--- config.mk ---
export PLATFORM = sky130hd
export DESIGN_NAME = debounce_edge_bank
export DESIGN_NICKNAME = d
export VERILOG_FILES = /design/src/rtl/debounce_pkg.sv /design/src/rtl/debounce_chan.sv /design/src/rtl/debounce_edge_bank.sv
export SDC_FILE = /design/constraint.sdc
export NUM_CORES = 1
export LEC_CHECK = 0
export ABC_CLOCK_PERIOD_IN_PS = 7220
export CORE_MARGIN = 2
export CORE_UTILIZATION = 60
export DETAILED_ROUTE_END_ITERATION = 12
export PLACE_DENSITY = 0.84
export SYNTH_ARGS = -nofsm -noshare
export SYNTH_HDL_FRONTEND = slang
export SYNTH_SLANG_ARGS = --single-unit
--- constraint.sdc ---
create_clock -name MHz -period 7.22 [get_ports MHz]
set_clock_uncertainty 0.2 [all_clocks]
set_input_delay 1.083 -clock MHz [delete_from_list [all_inputs] [get_ports MHz]]
set_output_delay 1.083 -clock MHz [all_outputs]
set_load 0.02 [all_outputs]
--- src/rtl/debounce_pkg.sv ---
// Shared constants and helpers for the debounce_edge_bank input conditioner.
package debounce_pkg;

  localparam int DEF_TICK_DIV   = 10000;
  localparam int DEF_DEPTH      = 11;
  localparam int DEF_HOLD_TICKS = 1000;

  // Bits needed to count 0..v-1, never less than one.
  function automatic int clog2(input int v);
    int r;
    r = 1;
    for (int i = 1; i < 31; i++)
      if ((1 << i) < v) r = i + 1;
    return r;
  endfunction

  localparam int DEF_PRE_W  = clog2(DEF_TICK_DIV);
  localparam int DEF_CNT_W  = clog2(DEF_DEPTH);
  localparam int DEF_HOLD_W = clog2(DEF_HOLD_TICKS + 1);

endpackage

--- src/rtl/debounce_chan.sv ---
// One debounce channel: synchroniser, sample counter, level and edge pulses.
// Optional long-press counter built when LONG_PRESS_EN is defined.
module debounce_chan
  import debounce_pkg::*;
#(
  parameter int DEPTH      = DEF_DEPTH,
  parameter int HOLD_TICKS = DEF_HOLD_TICKS
) (
  input  logic MHz,
  input  logic Reset,
  input  logic din,
  input  logic tick,
  output logic level,
  output logic rise,
  output logic fall,
  output logic change,
  output logic hold
);

  localparam int CW = clog2(DEPTH);

  logic          r_s1;
  logic          r_s2;
  logic          r_lvl;
  logic          r_rise;
  logic          r_fall;
  logic          r_chg;
  logic [CW-1:0] r_cnt;
  logic          w_diff;
  logic          w_last;

  assign w_diff = r_s2 ^ r_lvl;
  assign w_last = (r_cnt == CW'(DEPTH - 1));

  always_ff @(posedge MHz or negedge Reset) begin
    if (!Reset) begin
      r_s1   <= 1'b0;
      r_s2   <= 1'b0;
      r_lvl  <= 1'b0;
      r_rise <= 1'b0;
      r_fall <= 1'b0;
      r_chg  <= 1'b0;
      r_cnt  <= '0;
    end else begin
      r_s1   <= din;
      r_s2   <= r_s1;
      r_rise <= 1'b0;
      r_fall <= 1'b0;
      r_chg  <= 1'b0;
      if (tick) begin
        if (!w_diff) begin
          r_cnt <= '0;
        end else if (w_last) begin
          r_lvl  <= r_s2;
          r_cnt  <= '0;
          r_rise <= r_s2;
          r_fall <= ~r_s2;
          r_chg  <= 1'b1;
        end else begin
          r_cnt <= r_cnt + 1'b1;
        end
      end
    end
  end

  assign level  = r_lvl;
  assign rise   = r_rise;
  assign fall   = r_fall;
  assign change = r_chg;

`ifdef LONG_PRESS_EN
  localparam int HW = clog2(HOLD_TICKS + 1);

  logic [HW-1:0] r_hcnt;
  logic          r_hold;

  // Saturating at HOLD_TICKS makes the pulse fire once per press.
  always_ff @(posedge MHz or negedge Reset) begin
    if (!Reset) begin
      r_hcnt <= '0;
      r_hold <= 1'b0;
    end else begin
      r_hold <= 1'b0;
      if (!r_lvl) begin
        r_hcnt <= '0;
      end else if (tick && r_hcnt != HW'(HOLD_TICKS)) begin
        r_hcnt <= r_hcnt + 1'b1;
        r_hold <= (r_hcnt == HW'(HOLD_TICKS - 1));
      end
    end
  end

  assign hold = r_hold;
`else
  assign hold = 1'b0;
`endif

endmodule

--- src/rtl/debounce_edge_bank.sv ---
// Multi-channel debounce bank: shared sample prescaler plus CH channels.
// Define LONG_PRESS_EN to build the per-channel long-press hold pulse.
module debounce_edge_bank
  import debounce_pkg::*;
#(
  parameter int CH         = 4,
  parameter int TICK_DIV   = DEF_TICK_DIV,
  parameter int DEPTH      = DEF_DEPTH,
  parameter int HOLD_TICKS = DEF_HOLD_TICKS
) (
  input  logic          MHz,
  input  logic          Reset,
  input  logic [CH-1:0] din,
  output logic          tick,
  output logic [CH-1:0] level,
  output logic [CH-1:0] rise,
  output logic [CH-1:0] fall,
  output logic [CH-1:0] change,
  output logic [CH-1:0] hold
);

  localparam int PW = clog2(TICK_DIV);

  logic [PW-1:0] r_pre;
  logic          w_tick;

  assign w_tick = (r_pre == PW'(TICK_DIV - 1));

  always_ff @(posedge MHz or negedge Reset) begin
    if (!Reset) begin
      r_pre <= '0;
    end else if (w_tick) begin
      r_pre <= '0;
    end else begin
      r_pre <= r_pre + 1'b1;
    end
  end

  assign tick = w_tick;

  for (genvar g = 0; g < CH; g++) begin : g_ch
    debounce_chan #(
      .DEPTH      (DEPTH),
      .HOLD_TICKS (HOLD_TICKS)
    ) u_chan (
      .MHz    (MHz),
      .Reset  (Reset),
      .din    (din[g]),
      .tick   (w_tick),
      .level  (level[g]),
      .rise   (rise[g]),
      .fall   (fall[g]),
      .change (change[g]),
      .hold   (hold[g])
    );
  end

endmodule

### Yosys cells after proc, flatten, opt, wreduce, memory -nomap -nowiden

Index checks and enable logic that the tools add are counted.

* latch bits: 0
* ROM bits: 0
* flip-flop bits (word level): 54
* memories: 0
* word-level logic and storage cells: 96
* memory bits (writable): 0

* $lt $le $gt $ge: 0
* multiply operators: 0
* reduce and logical (&&, ||, !) cells: 4
* multiplexer cells: 45
* shift operators: 0
* bitwise logic cells: 8
* eq/ne operators: 5
* divide/modulo/power cells: 0
* add/subtract/negate cells: 5

Operators by type and width (number)
* $mux 1: 36
* $mux 4: 8
* $add 4x1->4 const B: 4
* $eq 4x4->1 const B: 4
* $add 14x1->14 const B: 1
* $eq 14x14->1 const B: 1
* $mux 14: 1
* $reduce_and 3->1: 4
* $not 1->1: 4
* $xor 1x1->1: 4

### Logic depth before layout (Yosys ltp)

Gate-level depths: netlist of the first run.

* word-level depth: 4
* gate-level depth with buffers: 7

### Cells and area by module

A second synthesis of the first run with hierarchy kept.

* cells, all modules: 194
* area, all modules: 2369.8 um^2

Modules (own cells, without submodules)
* debounce_chan: sequential area each 250.2 um^2, area each 425.4 um^2, cells an instance 33, times used 4
* debounce_edge_bank: sequential area each 350.3 um^2, area each 668.1 um^2, cells an instance 62, times used 1

### Worst setup path after synthesis of the first run

Ideal clock, no wire load.

* kind: flip-flop to output port
* start point: register r_pre[5]
* end point: output port tick
* cell stages (with the launch flop): 3
* arrival: 1.574 ns
* path slack: 4.363 ns
* buffers on the path: 0
* cells stage by stage: dfrtp_1 -> or4b_4 -> nor4_2

* word-level cells in the longest chain between the ends: 1

RTL lines
* start, declared: line debounce_edge_bank.sv:24 `logic [PW-1:0] r_pre;`
* start signal, assigned: line debounce_edge_bank.sv:35 `r_pre <= r_pre + 1'b1;`
* $eq 14x14->1: line debounce_edge_bank.sv:27 `assign w_tick = (r_pre == PW'(TICK_DIV - 1));`
* end, declared: line debounce_edge_bank.sv:14 `output logic tick,`

Every way passes these cells.

### Final worst setup path of the first run

Ends and elaborated chain as after synthesis.

==> impl_metrics.py, run 1 <==
metrics = {
    "finish": {
        "drive_above_1_share_pct": 10.6,
        "fin_util_pct": 68.1,
        "areaGrowthSynthToFinish_pct": 9.31,
        "fillers": 292,
        "finalNonFillerCells": 276,
        "antenna_cells": 0,
        "final_net_count": 240,
        "fin_area_sq_um": 2700,
    },
    "pwr": {
        "irDropWorstVdd_v": 0.000116,
        "power_density_nw_per_um2": 187,
        "power.total_mw": 0.506,
        "p_leak_nw": 1.18,
    },
    "timing": {
        "finalHoldViolCount": 0,
        "finalSetupViolations": 0,
        "hold-worst-slack_ns": 0.157,
        "final_max_slew_viol_count": 0,
        "period_share_pct": 52.6,
        "worst_slew_pin_slew_ns": 0.665,
        "rsz0062_at_grt": "no",
        "fmax_ghz": 0.263,
        "slew_headroom_pct": 55.3,
        "tns_ns": 0,
        "final.setup.worst_slack_ns": 3.42,
        "min_period_ns": 3.80,
    },
    "worst_setup_path": {
        "crit_start": "r_pre[5]",
        "worstSetupEndpoint": "tick",
        "worstPathCellList": "or4b_4 -> nor4_2 -> clkdlybuf4s50_1",
        "reg2reg_from": "r_pre[5]",
        "path_class": "flop to primary output",
        "r2r_cells": 4,
        "crit_arrival_ns": 2.51,
        "worstSetupEndpointType": "primary output",
        "slowest_delay_ns": 0.71,
        "worstPathRequired_ns": 5.94,
        "r2r_slack_ns": 4.60,
        "cp-start-kind": "flop",
        "cp_slowest_cell": "clkdlybuf4s50_1",
        "r2r-end": "g_ch[2].u_chan.r_cnt[3]",
        "worstPathMaxFanout": 5,
    },
    "route": {
        "vias": 1504,
        "dr.pass1.iters": 4,
        "routed_wl_microns": 3630,
        "drtIter0Drc": 93,
        "viasPerCell": 5.45,
        "ant_nets": 0,
        "wl_per_cell_microns": 13.2,
        "drc": 0,
    },
    "synth": {
        "synth_edf_count": 0,
        "synth_cell_types": 35,
        "syn_area_sq_um": 2470,
        "synthCells": 217,
        "yosysWarnings": 0,
        "synth-async-reset-ratio_pct": 100,
        "synth_ff_type": "dfrtp_1",
        "synth_seq_cells": 54,
        "syn-mean-instance-area_sq_um": 11.4,
        "yosysSeqAreaShare_pct": 54.7,
    },
    "floorplan": {
        "ioPinCount": 27,
        "rows": 23,
        "start_util_pct": 62.3,
        "core_sq_um": 3970,
        "die_area_sq_um": 4650,
        "dieHeight_microns": 68.2,
        "die_x_microns": 68.2,
    },
    "global_routing": {
        "overflow": 0,
        "grt_pass1_vias": 1482,
        "grt.total_usage_pct": 19.0,
        "antenna_found_initial": 0,
        "grt_pass1_wl_microns": 6590,
        "grt_max_degree": 55,
    },
    "cts": {
        "cts_hold_buffers": 0,
        "clkTransAtPathRegs_ns": 0.09,
        "cts_tree": "built",
        "clockRootBuffer": "clkbuf_8",
        "post-cts-setup-buffers": 0,
        "cts_max_level": 2,
        "cts_sinks": 54,
        "clockBufferDepth": 2,
        "cts_resized": 0,
        "cts_made_buffers": 5,
        "insertion_delay_ns": 0.30,
    },
    "placement": {
        "numPortBuffers": 22,
        "gp_congestion": 0.790,
        "dpl_cell_area_sq_um": 2590,
        "dpl.hpwl_microns": 2560,
        "dp_slack_ns": 3.75,
        "dp.cells": 268,
    },
    "job": {
        "drv_cap": 0,
    },
    "hold_path": {
        "hold_class": "flop to flop",
    },
    "run_status": {
        "status": "complete, no violations",
    },
}
critical path: cells and delay by family, from the launching register on:
kind,cells,cell delay [ns]
buf+inv,1,0.71
flops,1,0.44
simple gates,2,1.07
placed cells by master, fill, tap and decap left out:
cell | netlist | layout
dfrtp_1 | 54 | 54
clkdlybuf4s50_1 | 0 | 21
nand2_1 | 17 | 17
nand3_1 | 13 | 13
nor2_1 | 12 | 12
o21ai_1 | 12 | 12
nor3b_1 | 11 | 11
xnor2_1 | 10 | 10
ha_1 | 9 | 9
clkbuf_8 | 0 | 8
o21ai_0 | 5 | 5
inv_1 | 4 | 4
and3b_1 | 4 | 4
mux2_2 | 4 | 4
nand2b_1 | 4 | 4
conb_1 | 1 | 4
nand4_1 | 3 | 3
xor2_1 | 3 | 3
or3_4 | 3 | 3
o31ai_2 | 3 | 3
o41ai_1 | 3 | 3
and3_1 | 2 | 2
and4_1 | 2 | 2
o211ai_1 | 2 | 2
o31ai_1 | 2 | 2
or4b_4 | 1 | 1
or3_1 | 1 | 1
or4_4 | 1 | 1
nor4_1 | 1 | 1
and2_1 | 1 | 1
nor4_2 | 1 | 1
or2_2 | 1 | 1
or4_1 | 1 | 1
or2_1 | 1 | 1
buf_2 | 0 | 1
buf_4 | 20 | 1
Yosys cell counts, types with 2 or more instances:
cell      instances  area share, %
dfrtp_1          54             55
buf_4            20            6.1
nand2_1          17            2.6
nand3_1          13            2.6
nor2_1           12            1.8
o21ai_1          12            2.4
nor3b_1          11            3.3
xnor2_1          10            3.5
ha_1              9            4.6
o21ai_0           5            1.0
and3b_1           4            1.4
clkbuf_1          4           0.61
inv_1             4           0.61
mux2_2            4            1.8
nand2b_1          4            1.0
nand4_1           3           0.76
o31ai_2           3            1.5
o41ai_1           3            1.1
or3_4             3            1.4
xor2_1            3            1.1
and3_1            2           0.51
and4_1            2           0.71
o211ai_1          2           0.61
o31ai_1           2           0.61
routing by layer:
metal | GRT usage (%) | vias up | wire, microns
met5 | 0 | - | 0
met4 | 5.75 | 0 | 41
met3 | 5.10 | 6 | 117
met2 | 30.9 | 26 | 1820
met1 | 24.8 | 723 | 1650
li1 | - | 749 | -
worst min-delay path by stage:
stage / slack (ns) / depth (start not counted) / start / to
after floorplan: 0.13 / 0 / g_ch[0].u_chan.r_s1 / g_ch[0].u_chan.r_s2
after global placement: 0.13 / 0 / g_ch[2].u_chan.r_s1 / g_ch[2].u_chan.r_s2
after detailed placement: 0.14 / 0 / g_ch[0].u_chan.r_s1 / g_ch[0].u_chan.r_s2
after CTS: 0.16 / 0 / g_ch[0].u_chan.r_s1 / g_ch[0].u_chan.r_s2
after global routing: 0.17 / 0 / g_ch[1].u_chan.r_s1 / g_ch[1].u_chan.r_s2
final: 0.16 / 0 / g_ch[0].u_chan.r_s1 / g_ch[0].u_chan.r_s2
power by group:
group          internal (mW)  switching (mW)  total, mW  leakage [nW]
combinational        0.00414         0.00956     0.0137         0.403
clock                 0.0968          0.0898      0.187        0.0575
sequential             0.304         0.00146      0.306         0.722
state kept, by name, summed over array words and instances (netlist names):
register,flops
r_pre,14
g_ch.u_chan.r_cnt,16
g_ch.u_chan.r_s1,4
g_ch.u_chan.fall,4
g_ch.u_chan.rise,4
g_ch.u_chan.level,4
g_ch.u_chan.r_s2,4
g_ch.u_chan.change,4
cells by family (layout without fill, tap and decap cells):
logic type | Yosys count | after routing | synth area share [%]
and+or+nand+nor | 80 | 80 | 19.2
DFF | 54 | 54 | 54.7
buffers and inverters | 29 | 35 | 7.74
AOI/OAI and AO/OA | 27 | 27 | 7.24
xor gates and xnor gates | 13 | 13 | 4.61
adders and majority gates | 9 | 9 | 4.55
muxes | 4 | 4 | 1.82
other | 1 | 4 | 0.152
area by class of cell:
| cell class | count | area [sq um] | area share, % |
|---|---|---|---|
| inverter | 4 | 15.0 | 0.556 |
| clock buffer | 8 | 110 | 4.07 |
| tap | 50 | 62.6 | 2.31 |
| sequential | 54 | 1350 | 50.0 |
| timing repair buffer | 23 | 223 | 8.24 |
| multi-input combinational | 137 | 941 | 34.8 |
Note: power is estimated with default switching activity, not from simulation.
==> inputs of run 2 (changes only) <==
--- a/config.mk
+++ b/config.mk
@@ -5,11 +5,11 @@
 export SDC_FILE = /design/constraint.sdc
 export NUM_CORES = 1
 export LEC_CHECK = 0
-export ABC_CLOCK_PERIOD_IN_PS = 7220
+export ABC_CLOCK_PERIOD_IN_PS = 3250
 export CORE_MARGIN = 2
-export CORE_UTILIZATION = 60
+export CORE_UTILIZATION = 50
 export DETAILED_ROUTE_END_ITERATION = 12
-export PLACE_DENSITY = 0.84
+export PLACE_DENSITY = 0.75
 export SYNTH_ARGS = -nofsm -noshare
 export SYNTH_HDL_FRONTEND = slang
 export SYNTH_SLANG_ARGS = --single-unit
==> constraint.sdc (replaced) <==
create_clock -name MHz -period 3.25 [get_ports MHz]
set_clock_uncertainty 0.2 [all_clocks]
set_input_delay 0.4875 -clock MHz [delete_from_list [all_inputs] [get_ports MHz]]
set_output_delay 0.4875 -clock MHz [all_outputs]
set_load 0.02 [all_outputs]
==> impl_metrics.py, run 2 (same netlist as run 1, synthesis figures left out) <==
metrics = {
    "floorplan": {
        "die_area_sq_um": 5520,
        "ioPinCount": 27,
        "dieHeight_microns": 74.3,
        "start_util_pct": 52.0,
        "rows": 25,
        "die_x_microns": 74.3,
        "core_sq_um": 4750,
    },
    "pwr": {
        "p_comb_share_pct": 2.9,
        "p_int_mw": 0.833,
        "pwr-share-seq_pct": 64.6,
        "power_density_nw_per_um2": 389,
        "clkPwrFrac_pct": 32.5,
        "power.total_mw": 1.05,
        "switching_share_pct": 20.8,
        "switchingPower_mw": 0.218,
        "p_leak_nw": 1.17,
        "irDropWorstVdd_v": 0.000196,
    },
    "cts": {
        "cts_hold_buffers": 0,
        "cts_made_buffers": 5,
        "post-cts-setup-buffers": 0,
        "clockBufferDepth": 2,
        "cts_tree": "built",
        "clkTransAtPathRegs_ns": 0.09,
        "cts_max_level": 2,
        "clockRootBuffer": "clkbuf_8",
        "insertion_delay_ns": 0.30,
        "cts_sinks": 54,
        "cts_resized": 0,
    },
    "finish": {
        "areaGrowthSynthToFinish_pct": 9.26,
        "mostFrequentLayoutCells": "54 x dfrtp_1, 21 x clkdlybuf4s50_1, 17 x nand2_1, 13 x nand3_1",
        "reg.largest.list": "g_ch.u_chan.r_cnt (16), r_pre (14)",
        "fin_area_sq_um": 2700,
        "final_net_count": 241,
        "finalNonFillerCells": 293,
        "fillers": 391,
        "antenna_cells": 0,
        "layout_commonest_cell": "dfrtp_1",
        "seq_area_sq_um": 1350,
        "largest_reg_flops": 16,
        "drive_above_1_share_pct": 10.2,
        "top_register": "g_ch.u_chan.r_cnt",
        "multiInputGateArea_sq_um": 941,
    },
    "worst_setup_path": {
        "worstPathCellList": "or4b_4 -> nor4_2 -> clkdlybuf4s50_1",
        "cp-start-kind": "flop",
        "crit_arrival_ns": 2.22,
        "worstPathRequired_ns": 2.56,
        "cp_slowest_cell": "clkdlybuf4s50_1",
        "worstSetupEndpointType": "primary output",
        "path_class": "flop to primary output",
        "slowest_delay_ns": 0.65,
        "worstPathMaxFanout": 5,
    },
    "global_routing": {
        "grt_pass1_wl_microns": 6380,
        "grt_pass1_vias": 1506,
        "grt.total_usage_pct": 15.3,
        "overflow": 0,
        "grt_max_degree": 55,
        "antenna_found_initial": 0,
    },
    "timing": {
        "period_share_pct": 89.4,
        "worst_slew_pin_slew_ns": 0.651,
        "finalHoldViolCount": 0,
        "tns_ns": 0,
        "finalSetupViolations": 0,
        "final_max_slew_viol_count": 0,
        "min_period_ns": 2.91,
        "fmax_ghz": 0.344,
        "slew_headroom_pct": 56.2,
        "rsz0062_at_grt": "no",
        "final.setup.worst_slack_ns": 0.344,
    },
    "job": {
        "drv_cap": 0,
    },
    "route": {
        "wl_per_cell_microns": 11.9,
        "vias": 1469,
        "drtIter0Drc": 48,
        "ant_nets": 0,
        "routed_wl_microns": 3500,
        "dr.pass1.iters": 4,
        "drc": 0,
        "viasPerCell": 5.01,
    },
    "placement": {
        "dpl_cell_area_sq_um": 2620,
        "gp_congestion": 0.786,
        "dp_slack_ns": 0.675,
        "dp.cells": 286,
        "numPortBuffers": 22,
        "dpl.hpwl_microns": 2420,
    },
    "hold_path": {
        "hold_class": "input port to async pin",
    },
    "run_status": {
        "status": "complete, no violations",
    },
}
==> run 2: final cells by class <==
cell class | count | share of cell area [%]
sequential | 54 | 50.0
multi-input combinational | 137 | 34.8
timing repair buffer | 24 | 8.52
tap | 67 | 3.10
clock buffer | 6 | 2.69
inverter | 4 | 0.556
clock inverter | 1 | 0.278
==> run 2: power groups by stage <==
stage,registers [mW],clock network [mW],logic [mW]
2_1_floorplan,0.692,0,0.0150
3_3_place_gp,0.693,0,0.0316
3_5_place_dp,0.693,0,0.0317
4_1_cts,0.680,0.358,0.0318
5_1_grt,0.681,0.385,0.0361
6_report,0.679,0.342,0.0306
==> run 2: worst paths after layout <==
path                                     startpoint                       to  slack [ns]  cells after the start
worst min-delay path                          Reset      g_ch[0].u_chan.r_s2        0.09                      2
worst min register to register  g_ch[0].u_chan.r_s1      g_ch[0].u_chan.r_s2        0.15                      0
worst max-delay path                       r_pre[5]                     tick        0.34                      3
max in group asynchronous                     Reset      g_ch[0].u_chan.r_s1        2.33                      2
min in group MHz                g_ch[0].u_chan.r_s1      g_ch[0].u_chan.r_s2        0.15                      0
worst max register to register             r_pre[5]  g_ch[2].u_chan.r_cnt[3]        0.66                      4
==> run 2: worst max-delay path: cells and delay by family, from the launching register on <==
family | cells | cell delay [ns]
buf+inv | 1 | 0.65
simple gates | 2 | 0.84
flops | 1 | 0.43
==> run 2: routing by layer <==
| metal | part of all wire (%) | GRT usage, % |
|---|---|---|
| met1 | 47 | 18.5 |
| met3 | 3.2 | 4.47 |
| met2 | 48 | 25.4 |
| met4 | 1.9 | 6.94 |
| met5 | 0 | 0 |
==> run 2: metrics by stage <==
stage,util (%),hold slack [ns]
CTS,56.8,0.117
finish,56.8,0.0866
floorplan,-,-0.00809
global placement,55.1,0.133
detailed placement,55.1,0.135
global route,56.8,0.167
==> inputs of run 3 (changes only) <==
--- a/config.mk
+++ b/config.mk
@@ -6,7 +6,6 @@
 export NUM_CORES = 1
 export LEC_CHECK = 0
 export ABC_CLOCK_PERIOD_IN_PS = 3250
-export CORE_MARGIN = 2
 export CORE_UTILIZATION = 50
 export DETAILED_ROUTE_END_ITERATION = 12
 export PLACE_DENSITY = 0.75
==> impl_metrics.py, run 3 (same netlist as run 1, synthesis figures left out) <==
metrics = {
    "worst_setup_path": {
        "r2r_slack_ns": 0.65,
        "cp-start-kind": "flop",
        "path_class": "flop to primary output",
        "r2r-end": "g_ch[0].u_chan.r_cnt[3]",
        "worstPathMaxFanout": 5,
        "r2r_cells": 4,
        "worstSetupEndpointType": "primary output",
        "cp_slowest_cell": "clkdlybuf4s50_1",
        "worstPathRequired_ns": 2.56,
        "worstPathCellList": "or4b_4 -> nor4_2 -> clkdlybuf4s50_1",
        "crit_arrival_ns": 2.22,
        "reg2reg_from": "r_pre[5]",
        "slowest_delay_ns": 0.65,
    },
    "timing": {
        "finalSetupViolations": 0,
        "tns_ns": 0,
        "worst_slew_pin_slew_ns": 0.847,
        "period_share_pct": 89.4,
        "min_period_ns": 2.91,
        "fmax_ghz": 0.344,
        "finalHoldViolCount": 0,
        "final_max_slew_viol_count": 0,
        "rsz0062_at_grt": "no",
        "slew_headroom_pct": 43.6,
    },
    "finish": {
        "mostFrequentLayoutCells": "54 x dfrtp_1, 21 x clkdlybuf4s50_1, 17 x nand2_1, 13 x nand3_1",
        "layout_commonest_cell": "dfrtp_1",
        "areaGrowthSynthToFinish_pct": 10.0,
        "drive_above_1_share_pct": 11.0,
        "reg.largest.list": "g_ch.u_chan.r_cnt (16), r_pre (14)",
        "top_register": "g_ch.u_chan.r_cnt",
        "largest_reg_flops": 16,
        "final_net_count": 242,
        "antenna_cells": 0,
        "finalNonFillerCells": 295,
    },
    "pwr": {
        "power_density_nw_per_um2": 398,
        "p_int_mw": 0.858,
        "p_leak_nw": 1.18,
        "irDropWorstVdd_v": 0.000264,
        "pwr-share-seq_pct": 62.8,
        "clkPwrFrac_pct": 34.2,
        "p_comb_share_pct": 2.9,
        "switching_share_pct": 20.6,
        "switchingPower_mw": 0.223,
    },
    "cts": {
        "cts_hold_buffers": 0,
        "cts_resized": 0,
        "cts_made_buffers": 5,
        "clockRootBuffer": "clkbuf_8",
        "post-cts-setup-buffers": 0,
        "cts_sinks": 54,
        "insertion_delay_ns": 0.30,
        "clkTransAtPathRegs_ns": 0.09,
        "cts_max_level": 2,
        "cts_tree": "built",
        "clockBufferDepth": 2,
    },
    "global_routing": {
        "grt_max_degree": 41,
        "grt.total_usage_pct": 15.7,
        "antenna_found_initial": 0,
        "grt_pass1_vias": 1461,
        "grt_pass1_wl_microns": 6270,
        "overflow": 0,
    },
    "placement": {
        "dpl.hpwl_microns": 2510,
        "dp.cells": 287,
        "gp_congestion": 0.758,
        "numPortBuffers": 22,
    },
    "job": {
        "drv_cap": 0,
    },
    "floorplan": {
        "start_util_pct": 52.0,
        "dieHeight_microns": 72.3,
        "core_sq_um": 4750,
        "ioPinCount": 27,
        "die_x_microns": 72.3,
        "rows": 25,
        "die_area_sq_um": 5230,
    },
    "route": {
        "drtIter0Drc": 67,
        "ant_nets": 0,
        "drc": 0,
        "vias": 1481,
        "viasPerCell": 5.02,
        "routed_wl_microns": 3520,
        "dr.pass1.iters": 4,
        "wl_per_cell_microns": 11.9,
    },
    "hold_path": {
        "hold_class": "input port to async pin",
    },
    "run_status": {
        "status": "complete, no violations",
    },
}
[run 3: cell types whose count changed in the layout (fill, tap and decap cells not counted)]
| cell | before | now |
|---|---|---|
| buf_4 | 2 | 3 |
| clkbuf_8 | 5 | 6 |
| clkinv_2 | 0 | 1 |
| clkinvlp_4 | 1 | 0 |
[run 3: critical path: cells and delay by family, from the launching register on]
| kind | cells | cell delay [ns] |
|---|---|---|
| AND/OR/NAND/NOR | 2 | 0.83 |
| buffers and inverters | 1 | 0.65 |
| flip-flops | 1 | 0.44 |
[run 3: worst max path at each step]
stage                   from                 endpoint  slack (ns)  cells past startpoint
floorplan           r_pre[5]  g_ch[0].u_chan.r_cnt[3]        0.83                      5
global placement    r_pre[5]                     tick        0.69                      3
detailed placement  r_pre[5]  g_ch[0].u_chan.r_cnt[3]        0.65                      4
CTS                 r_pre[5]                     tick        0.33                      3
global route        r_pre[5]                     tick        0.24                      3
finish              r_pre[5]                     tick        0.34                      3
[run 3: layer usage]
metal	up-vias	global-route usage [%]	share of wire [%]
met1	709	19.1	47
met5	-	0	0
met4	0	6.54	1.8
met3	6	4.17	2.7
met2	22	26.5	49
li1	744	-	-
[run 3: area by class of cell]
cell class | count | area [sq um]
clock buffers | 7 | 86.3
clock inverters | 1 | 5.00
fillers | 405 | 2030
inverters | 4 | 15.0
multi-input cells | 137 | 941
flip-flops and latches | 54 | 1350
well taps | 67 | 83.8
repair buffers | 25 | 238
[run 3: power groups by stage]
stage / clock (mW) / combinational (mW) / sequential, mW
after CTS: 0.386 / 0.0331 / 0.680
after global routing: 0.411 / 0.0371 / 0.680
after floorplan: 0 / 0.0150 / 0.692
final: 0.370 / 0.0318 / 0.679
after global placement: 0 / 0.0327 / 0.693
after detailed placement: 0 / 0.0330 / 0.693
[run 3: through the flow]
stage / total power [mW] / hold slack [ns] / area, sq um / worst slack (ns) / utilization [%]
after floorplan: 0.707 / -0.00809 / 2480 / 0.825 / -
after global placement: 0.725 / 0.132 / 2630 / 0.693 / 55.3
after detailed placement: 0.726 / 0.136 / 2630 / 0.649 / 55.3
after CTS: 1.10 / 0.119 / 2720 / 0.331 / 57.2
after global routing: 1.13 / 0.165 / 2720 / 0.241 / 57.2
final: 1.08 / 0.0884 / 2720 / 0.344 / 57.2
